===== config.mk =====
export PLATFORM = sky130hd
export DESIGN_NAME = cpu_sequencer
export DESIGN_NICKNAME = d
export VERILOG_FILES = /design/src/rtl/cpu_sequencer.sv
export SDC_FILE = /design/constraint.sdc
export NUM_CORES = 1
export LEC_CHECK = 0
export ABC_CLOCK_PERIOD_IN_PS = 3100
export CORE_UTILIZATION = 51
export CTS_BUF_LIST = sky130_fd_sc_hd__clkbuf_2 sky130_fd_sc_hd__clkbuf_4 sky130_fd_sc_hd__clkbuf_8
export CTS_CLUSTER_DIAMETER = 50
export DETAILED_ROUTE_END_ITERATION = 10
export PLACE_DENSITY = 0.84
export SLEW_MARGIN = 40
export SYNTH_ARGS = -nofsm -noshare
export SYNTH_HDL_FRONTEND = slang
export SYNTH_SLANG_ARGS = --single-unit

===== constraint.sdc =====
create_clock -name clk -period 3.1 [get_ports clk]
set_clock_uncertainty 0.1 [all_clocks]
set_input_delay 0.465 -clock clk [delete_from_list [all_inputs] [get_ports clk]]
set_output_delay 0.465 -clock clk [all_outputs]
set_load 0.01 [all_outputs]

===== src/rtl/cpu_sequencer.sv =====
// cpu_sequencer: fetch/execute sequencer for the 16-bit CPU.
// Fetches instruction words over a req/ready port, holds PC and IR', drives the
// fetch/exec1/exec2 strobes and owns the CARRY and SKIP flops.
// Ports:
//   clk, rst_n                 clock, asynchronous active-low reset
//   run                        1 = execute, 0 = halt at next instruction boundary
//   mem_rdata, mem_ready       instruction word and fetch-complete handshake
//   alu_carryout, alu_carryen  CARRY D input and enable (honoured in EXEC1 only)
//   alu_skipout, alu_skipen    SKIP D input and enable (honoured in EXEC1 only)
//   mem_req, mem_addr          fetch request (held until ready) and address (= pc)
//   ir                         instruction register IR'
//   fetch, exec1, exec2        state strobes
//   carrystatus, skipstatus    CARRY and SKIP flop outputs
//   halted                     1 while idle
module cpu_sequencer #(
    parameter int PC_WIDTH = 16,
    parameter logic [PC_WIDTH-1:0] RESET_PC = '0
) (
    input  logic                clk,
    input  logic                rst_n,
    input  logic                run,
    input  logic [15:0]         mem_rdata,
    input  logic                mem_ready,
    input  logic                alu_carryout,
    input  logic                alu_carryen,
    input  logic                alu_skipout,
    input  logic                alu_skipen,
    output logic                mem_req,
    output logic [PC_WIDTH-1:0] mem_addr,
    output logic [15:0]         ir,
    output logic                fetch,
    output logic                exec1,
    output logic                exec2,
    output logic                carrystatus,
    output logic                skipstatus,
    output logic                halted
);
    typedef enum logic [1:0] {IDLE, FETCH, EXEC1, EXEC2} state_t;
    state_t state, state_n, done_next;
    logic [PC_WIDTH-1:0] pc, pc_n;
    logic [15:0] ir_n;
    logic carry, carry_n, skip, skip_n;
    // run is only looked at when an instruction finishes
    assign done_next = run ? FETCH : IDLE;
    always_comb begin
        state_n = state;
        pc_n    = pc;
        ir_n    = ir;
        carry_n = carry;
        skip_n  = skip;
        case (state)
            IDLE:  state_n = run ? FETCH : IDLE;
            FETCH: if (mem_ready) begin
                ir_n    = mem_rdata;
                pc_n    = pc + PC_WIDTH'(1);
                // a pending SKIP swallows this word without any exec strobes
                skip_n  = 1'b0;
                state_n = skip ? done_next : EXEC1;
            end
            EXEC1: begin
                carry_n = alu_carryen ? alu_carryout : carry;
                skip_n  = alu_skipen ? alu_skipout : skip;
                if (ir[15:14] == 2'b10)
                    pc_n = PC_WIDTH'({{PC_WIDTH{1'b0}}, ir[13:0]});
                state_n = ir[15] ? done_next : EXEC2;
            end
            default: state_n = done_next;
        endcase
    end
    always_ff @(posedge clk or negedge rst_n) begin
        if (!rst_n) begin
            state <= IDLE;
            pc    <= RESET_PC;
            ir    <= '0;
            carry <= 1'b0;
            skip  <= 1'b0;
        end else begin
            state <= state_n;
            pc    <= pc_n;
            ir    <= ir_n;
            carry <= carry_n;
            skip  <= skip_n;
        end
    end
    assign mem_req     = state == FETCH;
    assign fetch       = state == FETCH;
    assign exec1       = state == EXEC1;
    assign exec2       = state == EXEC2;
    assign halted      = state == IDLE;
    assign mem_addr    = pc;
    assign carrystatus = carry;
    assign skipstatus  = skip;
endmodule


==> parameters.txt, run 1 <==
Parameter                              Value

GRT
  Via count of the first global-routing pass ... 1627
  First-pass GRT wire length ... 8010 µm
  Initial antenna violation count ... 0
  Largest net degree at the start of global routing ... 37
  M2 GR Usage ... 40.2%
  Layer carrying the most global-route usage ... met2
  Overflow left after global routing ... 0
  Met3 usage in global routing ... 4.64%
  Global Route Usage Sum ... 25.6%
  GRT met1 Usage ... 35.2%

STA
  Final worst-path cycle share ... 74.6%
  Fmax ... 432 MHz
  Number of pins with negative max-slew slack in the final report ... 0
  Slew headroom ... 52.8%
  Final Hold Violating Endpoints ... 0
  Fin crit period ... 2310 ps
  Setup repair after global routing missed its margin ... false
  Final total negative setup slack ... 0 ps
  Setup violation total in the final timing report ... 0
  Worst slew pin tran ... 707 ps

Critical path
  Depth of the worst register-to-register path ... 6
  Crit path required time ... 2530 ps
  Worst setup startpoint ... state[1]$_DFFE_PN0P_
  Classification of the worst setup path ... flip-flop to output pin
  Startpoint of the lowest-slack register-to-register path ... state[0]$_DFFE_PN0P_
  Kind of cell adding the most delay to the critical path ... buffers and inverters
  Crit path capture type ... output pin
  Startpoint type of the worst setup path ... flip-flop
  Timing endpoint of the critical path ... fetch
  Arrival time at the worst endpoint ... 1750 ps
  Worst reg2reg setup slack ... 930 ps
  Capture point of the worst reg-to-reg path ... mem_addr[6]$_DFFE_PN0P_
  Sum of buffers and inverters on the critical path ... 2
  Depth of the critical timing path with buffers and inverters included ... 3
  Ordered list of cells on the worst path ... inv_1 -> ha_1 -> clkdlybuf4s50_1
  Library cell contributing the largest single delay on the critical path ... sky130_fd_sc_hd__clkdlybuf4s50_1
  CP peak stage delay ... 600 ps
  Maximum net fanout on the critical path ... 11

Clock tree
  Clock Tree Root ... sky130_fd_sc_hd__clkbuf_8
  CTS tree ... yes
  H-tree level count ... 2
  # clock sinks ... 36
  Clock tree buffer depth ... 2
  Setup bufs post-CTS ... 0
  Skew-Pair Late Insertion Delay ... 290 ps
  Post-cts hold buffer count ... 0
  Post-CTS resize count ... 0
  Clk slew on worst S/H paths ... 70 ps
  TritonCTS Buffers ... 5

Routing
  Vias after detailed routing ... 1760
  Detailed-route DRC error count ... 0
  WL/cell ... 15.5 µm
  DR iter-0 viols ... 107
  Wirelength, routed ... 4720 µm
  Post-detailed-route via-to-cell ratio ... 5.77
  Router iterations before antenna repair ... 4
  Post-DRT Antenna Nets ... 0

Synth
  Synthesized area per cell ... 10.0 µm²
  Number of distinct standard cells referenced by the synthesized netlist ... 41
  Proportion of synthesized flip-flops having asynchronous set or reset ... 100%
  Syn nets ... 224
  Top cells by area, synth ... sky130_fd_sc_hd__dfrtp_1, sky130_fd_sc_hd__mux2_2, sky130_fd_sc_hd__nand3_1
  Cell area after technology mapping ... 0.00196 mm²
  Sequential fraction of the synthesis area ... 46.1%
  Synthesis-stage register bit count ... 36
  Share of the synthesized area in the top cell type ... 46.1%
  Yosys synthesis warning count ... 0
  Library cell occupying the most area in the post-synthesis netlist ... sky130_fd_sc_hd__dfrtp_1
  EDFF count, synth ... 0
  Synthesized instance count ... 195
  Dominant register cell in the synthesized netlist ... sky130_fd_sc_hd__dfrtp_1

Die
  Die span in x ... 63.9 µm
  Die height ... 63.9 µm
  Die footprint ... 0.00409 mm²
  IO Count ... 63
  Effective utilization at floorplan ... 53.4%
  Core Box Area ... 0.00366 mm²
  Cell Rows ... 22

Layout
  Share of layout cells above drive strength 1 ... 12.5%
  Core Util, Final ... 73.8%
  Antenna diode count ... 0
  Area Overhead vs Synth ... 38.1%
  Commonest cells after routing, fill and taps aside ... sky130_fd_sc_hd__clkdlybuf4s50_1, sky130_fd_sc_hd__dfrtp_1, sky130_fd_sc_hd__mux2_2, sky130_fd_sc_hd__nand3_1, sky130_fd_sc_hd__nand2_1
  Nets ... 285
  Most common cell after layout, fill and taps aside ... sky130_fd_sc_hd__clkdlybuf4s50_1
  Filler cells ... 288

Power
  Static Leakage ... 1.13 nW
  Power Dens Cells ... 986 mW/mm²
  Design Power ... 2.66 mW
  Maximum vdd drop ... 578 µV

Placed design
  Half-perimeter wire length after detailed placement ... 3300 µm
  Count of buffers inserted at the top-level ports ... 62
  Final estimated routing congestion in global placement ... 0.846

Run status
  Outcome ... completed

Flow run
  Count of max-cap constraint violations ... 0

Hold path
  Path category of the worst min-delay check ... input pin to asynchronous set/reset pin
## Yosys cell counts (6+ instances only)
cell type / number
sky130_fd_sc_hd__o21ai_0: 12
sky130_fd_sc_hd__a22oi_1: 7
sky130_fd_sc_hd__nor2b_1: 6
sky130_fd_sc_hd__mux2_2: 17
sky130_fd_sc_hd__inv_1: 8
sky130_fd_sc_hd__nand3_1: 15
sky130_fd_sc_hd__dfrtp_1: 36
sky130_fd_sc_hd__nor2_1: 9
sky130_fd_sc_hd__a21oi_1: 6
sky130_fd_sc_hd__nand4_1: 7
sky130_fd_sc_hd__nand2_1: 13
sky130_fd_sc_hd__mux2i_1: 6
## registers in the layout (all words and copies together) (netlist names)
| signal | cells |
|---|---|
| skipstatus | 1 |
| carrystatus | 1 |
| state | 2 |
| ir | 16 |
| mem_addr | 16 |
## cell families after synthesis
group,Yosys count,synth area share (%)
buffers and inverters,17,4.16
AO/OA/AOI/OAI,36,11.9
adder cells (fa/ha/maj),5,3.20
AND/OR/NAND/NOR,78,21.8
flip-flops,36,46.1
multiplexers,23,12.9
## worst min path at each step
stage | to | startpoint | cells past startpoint
after floorplan | carrystatus$_DFFE_PN0P_ | rst_n | 0
after global placement | mem_addr[8]$_DFFE_PN0P_ | ir[8]$_DFFE_PN0P_ | 2
after detailed placement | carrystatus$_DFFE_PN0P_ | carrystatus$_DFFE_PN0P_ | 1
after CTS | ir[8]$_DFFE_PN0P_ | rst_n | 1
after global routing | ir[8]$_DFFE_PN0P_ | rst_n | 1
final | ir[8]$_DFFE_PN0P_ | rst_n | 1
## stage by stage
step / cells / cell area, µm² / worst slack (ps) / hold slack [ps]
after global routing: 305 / 2700 / 693 / 54.8
after global placement: 297 / 2590 / 922 / 391
after CTS: 305 / 2700 / 770 / 175
final: 305 / 2700 / 786 / 17.1
after detailed placement: 297 / 2590 / 877 / 392
after floorplan: 195 / 1960 / 1250 / 69.4
## metal layers
metal	vias to the layer above	wire length [µm]
met5	-	0
met4	0	73
met3	8	249
met2	62	2240
met1	856	2150
li1	834	-
## power by group
group | leakage [nW] | internal (mW) | switching (mW)
logic | 0.652 | 0.730 | 0.617
clock network | 0.0586 | 0.247 | 0.166
registers | 0.418 | 0.669 | 0.234
## area by class of cell
| class | count | area (µm²) | area share [%] |
|---|---|---|---|
| flip-flops and latches | 36 | 901 | 33.3 |
| inverters | 8 | 30.0 | 1.11 |
| clock inverters | 2 | 35.0 | 1.30 |
| repair buffers | 63 | 626 | 23.2 |
| clock buffers | 6 | 76.3 | 2.83 |
| multi-input cells | 142 | 973 | 36.0 |
| well taps | 48 | 60.1 | 2.22 |
Note: power is estimated with default switching activity, not from simulation.
==> run 2: changes to the inputs <==
--- a/config.mk
+++ b/config.mk
@@ -5,12 +5,12 @@
 export SDC_FILE = /design/constraint.sdc
 export NUM_CORES = 1
 export LEC_CHECK = 0
-export ABC_CLOCK_PERIOD_IN_PS = 3100
-export CORE_UTILIZATION = 51
+export ABC_CLOCK_PERIOD_IN_PS = 2100
+export CORE_UTILIZATION = 43
 export CTS_BUF_LIST = sky130_fd_sc_hd__clkbuf_2 sky130_fd_sc_hd__clkbuf_4 sky130_fd_sc_hd__clkbuf_8
 export CTS_CLUSTER_DIAMETER = 50
 export DETAILED_ROUTE_END_ITERATION = 10
-export PLACE_DENSITY = 0.84
+export PLACE_DENSITY = 0.75
 export SLEW_MARGIN = 40
 export SYNTH_ARGS = -nofsm -noshare
 export SYNTH_HDL_FRONTEND = slang
==> constraint.sdc (replaced) <==
create_clock -name clk -period 2.1 [get_ports clk]
set_clock_uncertainty 0.1 [all_clocks]
set_input_delay 0.315 -clock clk [delete_from_list [all_inputs] [get_ports clk]]
set_output_delay 0.315 -clock clk [all_outputs]
set_load 0.01 [all_outputs]
==> parameters.txt, run 2 (same netlist as run 1, synthesis figures left out) <==
Parameter                              Value

Run status
  Outcome ... completed

Clock tree
  TritonCTS Buffers ... 5 (unchanged)
  H-tree level count ... 2 (unchanged)
  Clk slew on worst S/H paths ... 70 ps (about the same)
  CTS tree ... yes
  Skew-Pair Late Insertion Delay ... 290 ps (about the same)
  Clock Tree Root ... sky130_fd_sc_hd__clkbuf_8
  Clock tree buffer depth ... 2 (unchanged)
  # clock sinks ... 36 (unchanged)

STA
  Number of pins with negative max-slew slack in the final report ... 0 (unchanged)
  Final worst-path cycle share ... 96.5%
  Final total negative setup slack ... 0 ps (unchanged)
  Setup repair after global routing missed its margin ... false
  Worst slew pin tran ... 452 ps (-254 ps)
  Setup violation total in the final timing report ... 0 (unchanged)
  Fin crit period ... 2030 ps
  Final Hold Violating Endpoints ... 0 (unchanged)
  Slack of the critical path ... 72.7 ps (-714 ps)
  Fmax ... 493 MHz
  Slew headroom ... 69.9% (+17 points)

Flow run
  Count of max-cap constraint violations ... 0 (unchanged)

Power
  Power Dens Cells ... 1440 mW/mm² (+46%)
  Static Leakage ... 1.20 nW (+6.7%)
  Switching portion of total power ... 37.9% (-0.30 points)
  Logic gate share of total power ... 52.6% (+2.0 points)
  Sequential cell fraction of total power ... 32.5% (-1.4 points)
  Clock power frac ... 14.9% (-0.6 points)
  Power dissipated by switching net loads ... 1.55 mW (+52%)
  Maximum vdd drop ... 878 µV (+52%)
  Power Internal ... 2.54 mW (+54%)

Routing
  Post-detailed-route via-to-cell ratio ... 5.59 (-3.1%)
  Post-DRT Antenna Nets ... 0 (unchanged)
  WL/cell ... 15.3 µm (-1.2%)
  Wirelength, routed ... 4920 µm (+4.3%)
  Vias after detailed routing ... 1801 (+2.3%)
  DR iter-0 viols ... 135 (+26%)
  Detailed-route DRC error count ... 0 (unchanged)
  Router iterations before antenna repair ... 4 (unchanged)

Die
  Die span in x ... 69.4 µm (+8.6%)
  Effective utilization at floorplan ... 44.9% (-8.5 points)
  Core Box Area ... 0.00435 mm² (+19%)
  Die height ... 69.4 µm (+8.6%)
  IO Count ... 63 (unchanged)
  Cell Rows ... 24 (+9.1%)
  Die footprint ... 0.00482 mm² (+18%)

Placed design
  Count of buffers inserted at the top-level ports ... 62 (unchanged)
  Final estimated routing congestion in global placement ... 0.804 (-5.0%)
  Post-placement worst setup slack ... 121 ps (-756 ps)
  Half-perimeter wire length after detailed placement ... 3610 µm (+9.3%)

GRT
  First-pass GRT wire length ... 8380 µm (+4.6%)
  Via count of the first global-routing pass ... 1794 (+10%)
  Initial antenna violation count ... 0 (unchanged)
  Overflow left after global routing ... 0 (unchanged)
  Largest net degree at the start of global routing ... 37 (unchanged)
  Global Route Usage Sum ... 21.8% (-3.8 points)

Hold path
  Path category of the worst min-delay check ... flip-flop to flip-flop

Critical path
  Crit path capture type ... output pin
  Crit path required time ... 1680 ps (-850 ps)
  Classification of the worst setup path ... flip-flop to output pin
  Library cell contributing the largest single delay on the critical path ... sky130_fd_sc_hd__clkdlybuf4s50_1
  CP peak stage delay ... 540 ps (-60 ps)
  Ordered list of cells on the worst path ... inv_1 -> ha_4 -> clkdlybuf4s50_1
  Sum of buffers and inverters on the critical path ... 2 (unchanged)
  Arrival time at the worst endpoint ... 1610 ps (-140 ps)
  Startpoint type of the worst setup path ... flip-flop
  Kind of cell adding the most delay to the critical path ... buffers and inverters
  Maximum net fanout on the critical path ... 8 (-3)

Layout
  Most common cell after layout, fill and taps aside ... sky130_fd_sc_hd__clkdlybuf4s50_1
  Commonest cells after routing, fill and taps aside ... sky130_fd_sc_hd__clkdlybuf4s50_1, sky130_fd_sc_hd__dfrtp_1, sky130_fd_sc_hd__mux2_2, sky130_fd_sc_hd__nand3_1, sky130_fd_sc_hd__nand2_1
  Antenna diode count ... 0 (unchanged)
  Area Overhead vs Synth ... 45.1%
  Nets ... 298 (+4.6%)
  Share of layout cells above drive strength 1 ... 17.4% (+5.0 points)
-- run 2: cell types whose count changed in the layout (fill, tap and decap cells not counted), sizes merged --
cell,delta
clkinvlp,+1
dlygate4sd3,+1
clkbuf,-1
clkdlybuf4s50,-1
dlymetal6s2s,+1
buf,+12
-- run 2: metrics by stage --
stage / utilization [%] / instance area, µm² / hold WS (ps) / power (mW) / instances
6_report: 65.2 / 2840 / 406 / 4.08 / 322
5_1_grt: 65.2 / 2840 / 429 / 4.37 / 322
4_1_cts: 64.3 / 2800 / 415 / 4.05 / 320
3_5_place_dp: 61.1 / 2660 / 286 / 3.41 / 310
3_3_place_gp: 61.1 / 2660 / 283 / 3.37 / 310
2_1_floorplan: - / 1960 / -80.6 / 2.44 / 195
-- run 2: worst register-to-register path: stages (launching register included) --
cell                      delay (ps)
sky130_fd_sc_hd__dfrtp_1         400
sky130_fd_sc_hd__buf_4           150
sky130_fd_sc_hd__ha_4            180
sky130_fd_sc_hd__and2b_1         200
sky130_fd_sc_hd__o21ai_4         300
sky130_fd_sc_hd__buf_4           230
sky130_fd_sc_hd__o21ai_0         110
sky130_fd_sc_hd__a21oi_1         150
-- run 2: cell type report --
class | count | area (µm²)
clock buffers | 5 | 68.8
fillers | 342 | 1520
clock inverters | 3 | 42.5
flip-flops and latches | 36 | 901
repair buffers | 76 | 729
multi-input cells | 142 | 1000
inverters | 8 | 30.0
well taps | 52 | 65.1
-- run 2: final timing paths --
| check | from | endpoint | slack, ps | cells after the start |
|---|---|---|---|---|
| min reg2reg | ir[8]$_DFFE_PN0P_ | mem_addr[8]$_DFFE_PN0P_ | 410 | 2 |
| max in group asynchronous | rst_n | ir[8]$_DFFE_PN0P_ | 1080 | 3 |
| max | state[1]$_DFFE_PN0P_ | fetch | 70 | 3 |
| max reg2reg | state[0]$_DFFE_PN0P_ | mem_addr[2]$_DFFE_PN0P_ | 210 | 7 |
| min in group asynchronous | rst_n | ir[2]$_DFFE_PN0P_ | 500 | 3 |
| min | ir[8]$_DFFE_PN0P_ | mem_addr[8]$_DFFE_PN0P_ | 410 | 2 |
-- run 2: power groups by stage --
stage	registers (mW)	logic, mW	clock network (mW)
2_1_floorplan	1.38	1.06	0
3_3_place_gp	1.34	2.03	0
3_5_place_dp	1.34	2.07	0
4_1_cts	1.33	2.10	0.622
5_1_grt	1.38	2.34	0.647
6_report	1.33	2.15	0.610
-- run 2: per-layer routing --
metal / wire, µm / GRT usage, %
met2: 2410 / 34.1
met1: 2190 / 29.2
met4: 119 / 9.98
met3: 203 / 4.22
met5: 0 / 0
-- run 2: what timing repair did --
| action | in CTS | in global routing |
|---|---|---|
| hold endpoints to repair | 36 | 0 |
| setup endpoints to repair | 3 | 7 |
| hold buffers | 1 | 0 |
| pin swaps | 0 | 0 |
| buffers inserted | 1 | 2 |
| gates cloned | 0 | 0 |
| resized for setup | 3 | 4 |
==> run 3: changes to the inputs <==
--- a/config.mk
+++ b/config.mk
@@ -5,9 +5,10 @@
 export SDC_FILE = /design/constraint.sdc
 export NUM_CORES = 1
 export LEC_CHECK = 0
+export ABC_AREA = 1
 export ABC_CLOCK_PERIOD_IN_PS = 2100
 export CORE_UTILIZATION = 43
-export CTS_BUF_LIST = sky130_fd_sc_hd__clkbuf_2 sky130_fd_sc_hd__clkbuf_4 sky130_fd_sc_hd__clkbuf_8
+export CTS_BUF_LIST = sky130_fd_sc_hd__clkbuf_2
 export CTS_CLUSTER_DIAMETER = 50
 export DETAILED_ROUTE_END_ITERATION = 10
 export PLACE_DENSITY = 0.75
==> parameters.txt, run 3 <==
Parameter                              Value

Clock tree
  H-tree level count ... 2 (unchanged)
  # clock sinks ... 36 (unchanged)
  Clock tree buffer depth ... 2 (unchanged)
  Post-cts hold buffer count ... 0 (-1)
  Skew-Pair Late Insertion Delay ... 390 ps (+100 ps)
  CTS tree ... yes
  TritonCTS Buffers ... 5 (unchanged)
  Clk slew on worst S/H paths ... 200 ps (+130 ps)
  Clock Tree Root ... sky130_fd_sc_hd__clkbuf_2

Routing
  Vias after detailed routing ... 1857 (+3.1%)
  Post-detailed-route via-to-cell ratio ... 4.98 (-11%)
  Wirelength, routed ... 4670 µm (-5.2%)
  Post-DRT Antenna Nets ... 0 (unchanged)
  WL/cell ... 12.5 µm (-18%)
  DR iter-0 viols ... 100 (-26%)
  Router iterations before antenna repair ... 5 (+1)
  Detailed-route DRC error count ... 0 (unchanged)

Die
  Die span in x ... 69.7 µm (+0.40%)
  Die footprint ... 0.00486 mm² (+0.81%)
  IO Count ... 63 (unchanged)
  Effective utilization at floorplan ... 45.0% (+0.063 points)
  Cell Rows ... 24 (unchanged)
  Die height ... 69.7 µm (+0.40%)
  Core Box Area ... 0.00438 mm² (+0.69%)

Layout
  Most common cell after layout, fill and taps aside ... sky130_fd_sc_hd__nand2_1
  Area Overhead vs Synth ... 41.6%
  Commonest cells after routing, fill and taps aside ... sky130_fd_sc_hd__nand2_1, sky130_fd_sc_hd__clkdlybuf4s50_1, sky130_fd_sc_hd__dfrtp_1, sky130_fd_sc_hd__nor2_1
  Antenna diode count ... 0 (unchanged)
  Share of layout cells above drive strength 1 ... 10.6% (-6.8 points)
  Nets ... 349 (+17%)

Critical path
  Ordered list of cells on the worst path ... inv_2 -> ha_4 -> dlygate4sd2_1
  Classification of the worst setup path ... flip-flop to output pin
  Kind of cell adding the most delay to the critical path ... flip-flops
  Worst setup startpoint ... state[0]$_DFFE_PN0P_
  Worst reg2reg setup slack ... 270 ps (+60 ps)
  Maximum net fanout on the critical path ... 11 (+3)
  Crit path required time ... 1680 ps (about the same)
  Sum of buffers and inverters on the critical path ... 2 (unchanged)
  Library cell contributing the largest single delay on the critical path ... sky130_fd_sc_hd__dfrtp_2
  CP peak stage delay ... 490 ps (-50 ps)
  Startpoint type of the worst setup path ... flip-flop
  Crit path capture type ... output pin
  Startpoint of the lowest-slack register-to-register path ... state[1]$_DFFE_PN0P_
  Arrival time at the worst endpoint ... 1480 ps (-130 ps)

Synth
  Synth cell count leaders ... sky130_fd_sc_hd__nand2_1, sky130_fd_sc_hd__dfrtp_1, sky130_fd_sc_hd__nor2_1
  Library cell occupying the most area in the post-synthesis netlist ... sky130_fd_sc_hd__dfrtp_1
  Number of distinct standard cells referenced by the synthesized netlist ... 27 (-34%)
  Cell with the most instances after synthesis ... sky130_fd_sc_hd__nand2_1
  Syn nets ... 283 (+26%)
  EDFF count, synth ... 0 (unchanged)
  Share of the synthesized area in the top cell type ... 45.7% (-0.38 points)
  Yosys synthesis warning count ... 0 (unchanged)
  Synthesized area per cell ... 7.76 µm² (-23%)
  Synthesized instance count ... 254 (+30%)
  Cell area after technology mapping ... 0.00197 mm² (+0.83%)
  Dominant register cell in the synthesized netlist ... sky130_fd_sc_hd__dfrtp_1
  Top cells by area, synth ... sky130_fd_sc_hd__dfrtp_1, sky130_fd_sc_hd__nand2_1, sky130_fd_sc_hd__a21oi_1
  Proportion of synthesized flip-flops having asynchronous set or reset ... 100% (unchanged)
  Synthesis-stage register bit count ... 36 (unchanged)
  Sequential fraction of the synthesis area ... 45.7% (-0.38 points)

GRT
  Largest net degree at the start of global routing ... 37 (unchanged)
  Global Route Usage Sum ... 20.5% (-1.3 points)
  First-pass GRT wire length ... 7850 µm (-6.3%)
  Overflow left after global routing ... 0 (unchanged)
  Initial antenna violation count ... 0 (unchanged)
  Via count of the first global-routing pass ... 1792 (-0.11%)

Power
  Logic gate share of total power ... 51.1% (-1.5 points)
  Clock power frac ... 16.9% (+2.0 points)
  Static Leakage ... 1.36 nW (+13%)
  Sequential cell fraction of total power ... 32.1% (-0.4 points)
  Switching portion of total power ... 39.4% (+1.5 points)
  Power Internal ... 2.44 mW (-3.7%)
  Maximum vdd drop ... 725 µV (-17%)
  Power Dens Cells ... 1440 mW/mm² (+0.34%)
  Power dissipated by switching net loads ... 1.59 mW (+2.7%)

Placed design
  Count of buffers inserted at the top-level ports ... 62 (unchanged)
  Final estimated routing congestion in global placement ... 0.879 (+9.3%)
  Half-perimeter wire length after detailed placement ... 3460 µm (-4.2%)

STA
  Worst slew pin tran ... 447 ps (-4.77 ps)
  Slew headroom ... 70.2% (+0.32 points)
  Fmax ... 529 MHz (+7.3%)
  Number of pins with negative max-slew slack in the final report ... 0 (unchanged)
  Final total negative setup slack ... 0 ps (unchanged)
  Worst-case hold slack ... 204 ps (-202 ps)
  Setup violation total in the final timing report ... 0 (unchanged)
  Setup repair after global routing missed its margin ... false
  Fin crit period ... 1890 ps (-137 ps)
  Final Hold Violating Endpoints ... 0 (unchanged)
  Final worst-path cycle share ... 90.0% (-6.5 points)

Run status
  Outcome ... completed

Flow run
  Count of max-cap constraint violations ... 0 (unchanged)

Hold path
  Path category of the worst min-delay check ... input pin to asynchronous set/reset pin
-- run 3: cells by family after synthesis --
family	after synthesis	synth area share, %
simple gates	120	26.0
mux	4	2.28
fa+ha+maj	5	3.17
xor+xnor	6	2.66
flops	36	45.7
compound gates	43	11.6
buf+inv	40	8.63
-- run 3: repair_timing --
item	CTS	global route
setup buffers	1	0
endpoints found under the setup margin	4	2
gates resized for setup	7	5
-- run 3: worst paths after layout --
path / to / cells past startpoint
setup / recovery: exec1 / 3
min in group clk: carrystatus$_DFFE_PN0P_ / 3
hold reg to reg: ir[7]$_DFFE_PN0P_ / 2
max in group asynchronous: skipstatus$_DFFE_PN0P_ / 2
hold / removal: mem_addr[13]$_DFFE_PN0P_ / 2
setup reg to reg: mem_addr[11]$_DFFE_PN0P_ / 10
-- run 3: layout make-up --
| class | count | area, µm² |
|---|---|---|
| fillers | 397 | 1590 |
| flip-flops and latches | 36 | 902 |
| clock inverters | 3 | 90.1 |
| repair buffers | 67 | 663 |
| well taps | 52 | 65.1 |
| clock buffers | 5 | 25.0 |
| multi-input cells | 178 | 926 |
| inverters | 32 | 120 |
-- run 3: power groups by stage --
stage	Sequential, mW	Clock (mW)	Combinational, mW
2_1_floorplan	1.38	0	1.03
3_3_place_gp	1.30	0	1.99
3_5_place_dp	1.30	0	2.02
4_1_cts	1.29	0.692	2.08
5_1_grt	1.34	0.717	2.28
6_report	1.29	0.680	2.06
-- run 3: metrics by stage --
| step | utilization [%] | worst slack (ps) | instances | cell area [µm²] | total power [mW] |
|---|---|---|---|---|---|
| final | 63.7 | 210 | 373 | 2790 | 4.03 |
| after global routing | 63.7 | 113 | 373 | 2790 | 4.34 |
| after CTS | 63.5 | 8.17 | 373 | 2780 | 4.06 |
| after detailed placement | 60.2 | 135 | 364 | 2640 | 3.32 |
| after global placement | 60.2 | 239 | 364 | 2640 | 3.29 |
| after floorplan | - | 452 | 254 | 1970 | 2.41 |
-- run 3: routing by layer --
metal  routed length [µm]  track usage [%]  vias to the layer above
met2                 2130             33.1                       70
met5                    0                0                        -
li1                     -                -                      946
met4                   71             8.00                        0
met3                  308             4.51                        9
met1                 2160             26.9                      832
-- run 3: worst reg2reg max path: stages (launching register included) --
cell and delay [ps]:
sky130_fd_sc_hd__dfrtp_1 440, sky130_fd_sc_hd__buf_4 160, sky130_fd_sc_hd__ha_4 200, sky130_fd_sc_hd__inv_2 60
sky130_fd_sc_hd__nand2_1 80, sky130_fd_sc_hd__nand2_2 110, sky130_fd_sc_hd__nand2_4 140, sky130_fd_sc_hd__inv_2 200
sky130_fd_sc_hd__nand2_1 80, sky130_fd_sc_hd__o21ai_0 150, sky130_fd_sc_hd__nor2_1 50
